[src/rtl/cpu_sequencer.sv]
// cpu_sequencer: multi-cycle control FSM for the 16-bit CPU datapath.
// Steps each instruction through FETCH, DECODE, optional EXT, OPRD, EXEC and WB.
// It issues one-cycle datapath strobes and counts retired instructions.
// Optional feature: define JUMP_EN to enable JMP/JEQ handling in WB. When it is
// undefined, pc_load is tied low.
//
// state  | meaning
// IDLE   | waiting for en
// FETCH  | ROM read of the word addressed by PC
// DECODE | latch instruction, advance PC
// EXT    | consume the extension word (RAM read in direct mode)
// OPRD   | load both ALU operands
// EXEC   | ALU busy for EXEC_CYCLES cycles
// WB     | register writeback / jump, retire
// FAULT  | illegal operation type, sticky until reset
module cpu_sequencer #(
  parameter int unsigned EXEC_CYCLES = 1,
  parameter logic [3:0]  CMP_OPCODE  = 4'b1111,
  parameter int unsigned CNT_W       = 16
) (
  input  logic             clk,
  input  logic             rst_n,
  input  logic             en,
  input  logic [1:0]       ins_byte,
  input  logic [1:0]       ins_mode,
  input  logic [1:0]       ins_ot,
  input  logic [3:0]       ins_opcode,
  input  logic             flag_eq,
  output logic             pc_load,
  output logic             pc_inc,
  output logic             ins_load,
  output logic             op1_load,
  output logic             op2_load,
  output logic             ram_rd,
  output logic             reg_load,
  output logic             busy,
  output logic             fault,
  output logic [2:0]       state,
  output logic [CNT_W-1:0] retired
);

  typedef enum logic [2:0] {
    S_IDLE   = 3'd0,
    S_FETCH  = 3'd1,
    S_DECODE = 3'd2,
    S_EXT    = 3'd3,
    S_OPRD   = 3'd4,
    S_EXEC   = 3'd5,
    S_WB     = 3'd6,
    S_FAULT  = 3'd7
  } state_t;

  localparam logic [3:0]       EXEC_LAST = 4'(EXEC_CYCLES - 1);
  localparam logic [CNT_W-1:0] RET_ONE   = {{(CNT_W-1){1'b0}}, 1'b1};

  state_t     state_q, state_d;
  logic [3:0] exec_cnt;
  logic       two_word, is_cmp, is_jump, jump_taken;
  logic       pc_load_d, pc_inc_d, ins_load_d, op1_load_d, op2_load_d;
  logic       ram_rd_d, reg_load_d, busy_d, fault_d;

  assign state    = state_q;
  assign two_word = (ins_byte == 2'b10);
  assign is_cmp   = (ins_ot == 2'b01) && (ins_opcode == CMP_OPCODE);

`ifdef JUMP_EN
  assign is_jump    = (ins_ot == 2'b00) && two_word &&
                      ((ins_opcode == 4'b1110) || (ins_opcode == 4'b1101));
  assign jump_taken = (ins_ot == 2'b00) && two_word &&
                      ((ins_opcode == 4'b1110) || ((ins_opcode == 4'b1101) && flag_eq));
`else
  logic unused_flag_eq;
  assign unused_flag_eq = flag_eq;
  assign is_jump        = 1'b0;
  assign jump_taken     = 1'b0;
`endif

  // State register with synchronous reset
  always_ff @(posedge clk) begin
    if (!rst_n) state_q <= S_IDLE;
    else        state_q <= state_d;
  end

  // EXEC down-counter: reloads outside EXEC, terminal count at zero ends EXEC
  always_ff @(posedge clk) begin
    if (!rst_n)                 exec_cnt <= EXEC_LAST;
    else if (state_q != S_EXEC) exec_cnt <= EXEC_LAST;
    else if (exec_cnt != 4'd0)  exec_cnt <= exec_cnt - 4'd1;
  end

  // Next-state logic
  always_comb begin
    state_d = state_q;
    case (state_q)
      S_IDLE:   if (en) state_d = S_FETCH;
      S_FETCH:  state_d = S_DECODE;
      S_DECODE: begin
        if (ins_ot == 2'b11) state_d = S_FAULT;
        else if (two_word)   state_d = S_EXT;
        else                 state_d = S_OPRD;
      end
      S_EXT:    state_d = S_OPRD;
      S_OPRD:   state_d = S_EXEC;
      S_EXEC:   if (exec_cnt == 4'd0) state_d = S_WB;
      S_WB:     state_d = en ? S_FETCH : S_IDLE;
      S_FAULT:  state_d = S_FAULT;
      default:  state_d = S_IDLE;
    endcase
  end

  // Output decode from the upcoming state so every strobe leaves a flop
  always_comb begin
    pc_load_d  = 1'b0;
    pc_inc_d   = 1'b0;
    ins_load_d = 1'b0;
    op1_load_d = 1'b0;
    op2_load_d = 1'b0;
    ram_rd_d   = 1'b0;
    reg_load_d = 1'b0;
    busy_d     = (state_d != S_IDLE) && (state_d != S_FAULT);
    fault_d    = (state_d == S_FAULT);
    case (state_d)
      S_DECODE: begin
        ins_load_d = 1'b1;
        pc_inc_d   = 1'b1;
      end
      S_EXT: begin
        pc_inc_d = 1'b1;
        ram_rd_d = (ins_mode == 2'b10);
      end
      S_OPRD: begin
        op1_load_d = 1'b1;
        op2_load_d = 1'b1;
      end
      S_WB: begin
        reg_load_d = !is_cmp && !is_jump;
        pc_load_d  = jump_taken;
      end
      default: ;
    endcase
  end

  // Output registers
  always_ff @(posedge clk) begin
    if (!rst_n) begin
      pc_load  <= 1'b0;
      pc_inc   <= 1'b0;
      ins_load <= 1'b0;
      op1_load <= 1'b0;
      op2_load <= 1'b0;
      ram_rd   <= 1'b0;
      reg_load <= 1'b0;
      busy     <= 1'b0;
      fault    <= 1'b0;
    end else begin
      pc_load  <= pc_load_d;
      pc_inc   <= pc_inc_d;
      ins_load <= ins_load_d;
      op1_load <= op1_load_d;
      op2_load <= op2_load_d;
      ram_rd   <= ram_rd_d;
      reg_load <= reg_load_d;
      busy     <= busy_d;
      fault    <= fault_d;
    end
  end

  // Retired-instruction counter, bumped as each WB cycle completes
  always_ff @(posedge clk) begin
    if (!rst_n)              retired <= '0;
    else if (state_q == S_WB) retired <= retired + RET_ONE;
  end

endmodule

[config.mk]
export PLATFORM = sky130hd
export DESIGN_NAME = cpu_sequencer
export DESIGN_NICKNAME = d
export VERILOG_FILES = /design/src/rtl/cpu_sequencer.sv
export SDC_FILE = /design/constraint.sdc
export NUM_CORES = 1
export LEC_CHECK = 0
export CAP_MARGIN = 40
export CORE_MARGIN = 10
export CORE_UTILIZATION = 46
export CTS_CLUSTER_DIAMETER = 30
export DETAILED_ROUTE_END_ITERATION = 8
export PLACE_DENSITY = 0.79
export SYNTH_ARGS = -nofsm -noshare
export SYNTH_HDL_FRONTEND = slang
export SYNTH_SLANG_ARGS = --single-unit
[constraint.sdc]
create_clock -name clk -period 2 [get_ports clk]
set_clock_uncertainty 0.05 [all_clocks]
set_input_delay 0.3 -clock clk [delete_from_list [all_inputs] [get_ports clk]]
set_output_delay 0.3 -clock clk [all_outputs]
set_load 0.02 [all_outputs]
Word-level counts from Yosys, hierarchy flattened:

Index checks and enable logic that the tools add are counted.

* output and inout port bits: 28
* input bits: 14
* bits in registers: 30

* add/sub/neg operators: 2
* bitwise gates (word level): 1
* equal/unequal tests: 19
* reductions and logical operators: 11
* mux-type cells: 9

Operators by type and width (count)
* $pmux W3 S8: 1
* $eq A3 B3 Y1 const B: 7
* $add A16 B1 Y16 const B: 1
* $eq A3 B2 Y1 const B: 4
* $mux W3: 4
* $eq A2 B2 Y1 const B: 3
* $ne A3 B3 Y1 const B: 2
* $eq A4 B4 Y1 const B: 1
* $logic_not A4 Y1: 1
* $mux W1: 4
* $reduce_and A2 Y1: 2
* $reduce_bool A4 Y1: 1
* $reduce_or A2 Y1: 2
* $sub A4 B1 Y4 const B: 1
* $eq A3 B1 Y1 const B: 1
* $logic_not A3 Y1: 1
* $reduce_bool A3 Y1: 1
* $eq A2 B1 Y1 const B: 1
* $logic_and A1 B1 Y1: 2
* $logic_not A1 Y1: 1
* $not A1 Y1: 1

Longest topological paths before layout:

* depth in word-level cells: 7
* gate-level depth with buffers: 7
* mapped depth without buffers: 6

Worst setup path after synthesis:

OpenSTA, ideal clock, no wires.

* kind: reg2reg
* from: register state_q[1], in the netlist state[1]
* to: register retired[15]
* buffers on the path: 1
* slack: 0.121 ns
* data arrival time: 1.757 ns
* data required time: 1.878 ns
* stages on the path, launching flop included: 6
* cell sequence: dfxtp_1 nand3b_4 or3_1 buf_2 or4_1 a21oi_1

* cells in the longest elaborated chain, start to end: 1

RTL lines
* start, declared: RTL line 56 `state_t state_q, state_d;`
* start signal, assigned: RTL line 81 `else state_q <= state_d;`
* $eq A3 B3 Y1: RTL line 171 `else if (state_q == S_WB) retired <= retired + RET_ONE;`
* end signal, assigned: RTL line 171
* end, declared: RTL line 39 `output logic [CNT_W-1:0] retired`

Every way passes these cells.
A chain may end at the register's enable or synchronous reset.

Final worst setup path:

* from: register state_q[1], in the netlist state[1]
* to: output port state[1]

RTL lines
* end, declared: RTL line 38 `output logic [2:0] state,`

No word-level cell between the ends.

==> flow_summary.yaml <==
outcome:
  status: "completed"
yosys:
  synthArstFlopShare: 0
  syn_area_um2: 1370
  synth_cell_types: 40
  synth_flop_cell: "dfxtp_1"
  syn_avg_cell_area_um2: 8.68
  synth_top_area_cell: "dfxtp_1"
  synth_area_leaders: "dfxtp_1 44%, nor2_1 5.7%, xnor2_1 5.1%, xor2_1 3.2%, nand3_1 2.9%"
  yosys.area.top_type_share: 0.438
  syn-instance-count: 158
  synth-edff-count: 0
  ys_warn_count: 0
  synth_seq_cells: 30
  synthesis.nets: 174
  synth_seq_area_share: 0.438
worst_setup_path:
  cp_max_fo: 13
  required_ns: 1.65
  slowest_delay_ns: 0.64
  cp-start-kind: "flip-flop"
  end_kind: "output pin"
  path_cells: "buf_4, clkdlybuf4s50_1"
  path_buf_inv: 2
  crit_type: "reg -> out"
  cpMaxStageDelayCell: "clkdlybuf4s50_1"
  path_delay_family: "buffers and inverters"
  cp.arrival_ns: 1.55
route:
  vias: 1256
  final_antenna_net_count: 0
  wl_per_cell_um: 14.1
  viasPerCell: 5.44
  wirelength_um: 3260
  dr.pass1.iters: 4
  drc: 0
  drt_iter0_drc: 110
clock_tree:
  numCtsBuffers: 5
  ctsHoldBuffers: 0
  clock_tree.root_cell: "clkbuf_4"
  cts_htree_levels: 2
  post_cts_resized: 0
  cts_sinks: 30
  cts_tree: "built"
  post_cts_buffers: 0
  clkTransAtPathRegs_ns: 0.09
  clk_path_buf_depth: 2
  clk_latency_ns: 0.33
grt:
  overflow: 0
  grt_pass1_vias: 1223
  grt_pass1_wl_um: 5400
  grt_max_degree: 19
  grt.total_usage: 0.124
  grt_antenna_before_repair: 0
layout:
  layout-drive-gt1-share: 0.0800
  fin_area_um2: 1850
  n_fill_cell: 236
  nets: 215
  finalCoreUtilization: 0.661
  antenna_cells: 0
  layout_commonest_cell: "clkdlybuf4s50_1"
  largest_register_ffs: 16
  syn2layout_area_growth_pct: 35.2
  final_cell_mix: "39 x clkdlybuf4s50_1, 30 x dfxtp_1, 21 x nor2_1"
  final_cells: 231
  largest-register: "retired"
floorplan:
  core_area_um2: 2810
  die-area_um2: 5570
  die_h_um: 74.6
  io_pins: 42
  die_w_um: 74.6
  initial_core_util: 0.489
  fp-row-count: 19
placement:
  placed_cell_area_um2: 1790
  io_buffers: 39
  gp_congestion: 0.876
  post-place-cells: 223
  dp_hpwl_um: 2500
hold_path:
  hp-class: "reg -> reg"
power:
  fin_total_pwr_w: 0.00118
  power.leakage_nw: 0.694
  ir_worst_vdd_uv: 663
  pwr_density_cell_nw_per_um2: 636
sta:
  fmax_mhz: 526
  final-hold-violation-count: 0
  slew_violations: 0
  final.setup.tns_ns: 0
  post-route-min-period_ns: 1.90
  grt_setup_unrepaired: "no"
  min_period_over_period: 0.950
  setup_viol_count_final: 0
run:
  maxCapViolCount: 0
-- tightest hold or removal path, stage by stage, from the launching register on --
cell	delay [ns]
dfxtp_1	0.33
o31ai_1	0.06
a21oi_1	0.05
-- cell families after synthesis --
group	synth area share
buffers and inverters	0.0566
DFF	0.438
muxes	0.00730
AOI/OAI and AO/OA	0.105
and+or+nand+nor	0.289
adders and majority gates	0.0182
xor gates and xnor gates	0.0830
other	0.00273
-- Yosys cell counts, types with 3 or more instances --
cell type  number
dfxtp_1        30
nor2_1         21
nand3_1         8
o21ai_0         8
xnor2_1         8
inv_1           7
clkbuf_1        6
or3_1           6
a21oi_1         5
nand2_1         5
nand4_1         5
xor2_1          5
and2_1          4
nor4b_1         3
-- cell type report --
cell class | count | area, um^2 | share of cell area
Multi-Input combinational cell | 110 | 693 | 0.374
Sequential cell | 30 | 601 | 0.324
Timing Repair Buffer | 44 | 428 | 0.231
Clock buffer | 6 | 51.3 | 0.0277
Tap cell | 31 | 38.8 | 0.0209
Inverter | 8 | 30.0 | 0.0162
Clock inverter | 2 | 12.5 | 0.00675
-- power breakdown --
part	internal (W)	switching, W	leakage (nW)	total [W]
registers	0.000612	0.00000776	0.243	0.000620
logic	0.0000880	0.0000936	0.417	0.000182
clock network	0.000169	0.000209	0.0343	0.000378
total	0.000869	0.000311	0.694	0.00118
-- per-layer routing --
metal / vias to the layer above / part of all wire / global-route usage
met5: - / 0 / 0
li1: 631 / - / -
met4: 0 / 0.012 / 0.0378
met3: 5 / 0.12 / 0.0824
met1: 571 / 0.41 / 0.126
met2: 49 / 0.46 / 0.205
-- per-stage QoR --
step,worst slack [ns],hold slack [ns]
after detailed placement,0.217,0.430
after floorplan,0.121,0.327
final,0.100,0.438
after CTS,0.0777,0.440
after global routing,0.0312,0.467
after global placement,0.247,0.413
-- final timing paths --
path / start / endpoint / slack (ns) / depth (start not counted)
worst max register to register: state[0] / retired[15] / 0.20 / 4
worst min register to register: retired[15] / retired[15] / 0.44 / 2
worst min-delay path: retired[15] / retired[15] / 0.44 / 2
worst max-delay path: state[1] / state[1] / 0.10 / 2
Power figures use the tool's default switching activity.
==> patch (same flow settings) <==
Change the parameter `CNT_W` from 16 to 24.
--- a/src/rtl/cpu_sequencer.sv
+++ b/src/rtl/cpu_sequencer.sv
@@ -16,7 +16,7 @@
 module cpu_sequencer #(
   parameter int unsigned EXEC_CYCLES = 1,
   parameter logic [3:0]  CMP_OPCODE  = 4'b1111,
-  parameter int unsigned CNT_W       = 16
+  parameter int unsigned CNT_W       = 24
 ) (
   input  logic             clk,
   input  logic             rst_n,
Ports: changed (resized retired); port bits go from 42 to 50. No check against the original RTL was run, so the function may have changed too.
==> patch against the original RTL <==
- synthesized area grew 37%
- first-iteration DRC count decreased by 37%
- final area grew 34%
- global-route usage fell by 0.87 points
- total power up 33%
- sequential power grew 30%
- sequential cell count increased by 8
- worst setup slack better by 18 ps
- die area is 26% higher
- count of clock-buffer cells in the layout is the same
- hold slack lost 5.0 ps
- register-to-register slack better by 20 ps
- routed wire length grew 29%
- critical path type unchanged
- largest power group unchanged
- highest routed layer unchanged
==> patch: results (changes against the original RTL) <==
Worst setup path
  – Top delay family on crit path: buffers and inverters
  – Worst EP arrival: 1530 ps (-20 ps)
  – Largest fanout on the critical path: 14 (+1)
  – Crit-path max cell delay: 690 ps (+50 ps)
  – Slowest cell on the critical path: clkdlybuf4s50_1

GRT
  – Vias in the first global route: 1609 (+32%)
  – Antenna violations before repair: 0 (unchanged)
  – First-pass GRT wire length: 7.107 mm (+32%)
  – Tot GR Track Use: 11.56% (-0.87 points)
  – Largest net degree at the start of global routing: 44 (+25)

Pwr
  – Peak supply drop: 496.8 uV (-25%)
  – Static Leak: 0.9815 nW (+41%)

Placement
  – HPWL after DPL: 3.175 mm (+27%)
  – Gpl congestion: 0.7164 (-18%)
  – Number of I/O port buffers: 47 (+21%)

Logic synthesis
  – Ys Warns: 0 (unchanged)
  – Seq/Total Area, Yosys: 40.56% (-3.2 points)
  – Share of synthesized area spent on multiplexers: 4.803% (+4.1 points)
  – Post-synthesis compound-gate area fraction: 9.807% (-0.69 points)
  – Ys flop type: dfxtp_1
  – Syn Nets: 224 (+29%)
  – Commonest cells post-synth: dfxtp_1 (38), nand2_1 (21), and2_1 (13)
  – Top cells by area, synth: dfxtp_1 (41%), mux2i_1 (4.8%), xnor2_1 (4.7%)
  – Synth Area in XOR/XNOR: 5.604% (-2.7 points)
  – FFs w/ async S/R, synth: 0% (unchanged)
  – Yosys cell types: 50 (+25%)
  – Adder-Cell Fraction of Synth Area: 1.334% (-0.49 points)

Clocking
  – Clock-pin slew of the registers on the worst-case setup and hold paths: 70 ps (-20 ps)
  – Clock buffer depth: 2 (unchanged)
  – Clk_lat worst skew: 280 ps (-50 ps)
  – CTS buffer count: 5 (unchanged)
  – Clock root buffer: clkbuf_8
  – Htree depth: 2 (unchanged)
  – Postcts setup bufs: 0 (unchanged)
  – Post-CTS sizing: 0 (unchanged)

Layout
  – Max reg flops: 24 (+8)
  – N_diodes: 0 (unchanged)
  – Nets: 273 (+27%)
  – Fraction of layout cells with a size suffix above 1: 6.641% (-1.4 points)
  – # fillers: 362 (+53%)
  – Largest Register: retired

Routing
  – Vias per std cell: 5.297 (-2.6%)
  – 1st-pass router iterations: 4 (unchanged)
  – Total wire length: 4.199 mm (+29%)
  – Initial drt markers: 69 (-37%)

Hold path
  – Hold/Removal Path Class: reg -> reg

Status
  – Run status: completed
-- patch: layer usage --
metal | global-route usage, % | share of wire (%)
met1 | 12.14 | 43
met2 | 20.00 | 49
met3 | 5.371 | 7.2
met4 | 3.501 | 0.50
met5 | 0 | 0
-- patch: power by group --
group | internal, W | leakage, nW | switching, W
Clock | 0.000266 | 0.0431 | 0.000246
Combinational | 0.000126 | 0.631 | 0.000122
Sequential | 0.000781 | 0.307 | 0.0000265
Total | 0.00117 | 0.981 | 0.000395
-- patch: final cells by class --
cell class                 count  share of cell area [%]
inverter                       6                  0.9096
timing repair buffer          53                   20.82
tap                           50                   2.527
sequential                    38                   30.72
clock buffer                   6                   3.335
multi-input combinational    153                   41.69
-- patch: stage by stage --
stage               setup slack, ps  power (W)  std cells  area (sq um)  util, %
floorplan                     255.3  0.0009696        208          1876        -
global placement              201.2   0.001072        300          2394    60.27
detailed placement            177.0   0.001075        300          2394    60.27
CTS                           101.3   0.001591        306          2476    62.35
global route                  53.31   0.001635        306          2476    62.35
finish                        118.2   0.001567        306          2476    62.35
-- patch: path summary, 6_finish.rpt --
| path | start | slack, ps | cells after the start | end |
|---|---|---|---|---|
| hold / removal | retired[23] | 430 | 2 | retired[23] |
| setup / recovery | state[0] | 120 | 1 | state[0] |
| setup reg to reg | exec_cnt[0] | 220 | 5 | ram_rd |
| hold reg to reg | retired[23] | 430 | 2 | retired[23] |
-- patch: kinds of logic after synthesis --
group | Yosys count
multiplexers | 9
AND/OR/NAND/NOR | 104
buffers and inverters | 17
adder cells (fa/ha/maj) | 2
AO/OA/AOI/OAI | 25
XOR/XNOR | 12
flip-flops | 38
other | 1
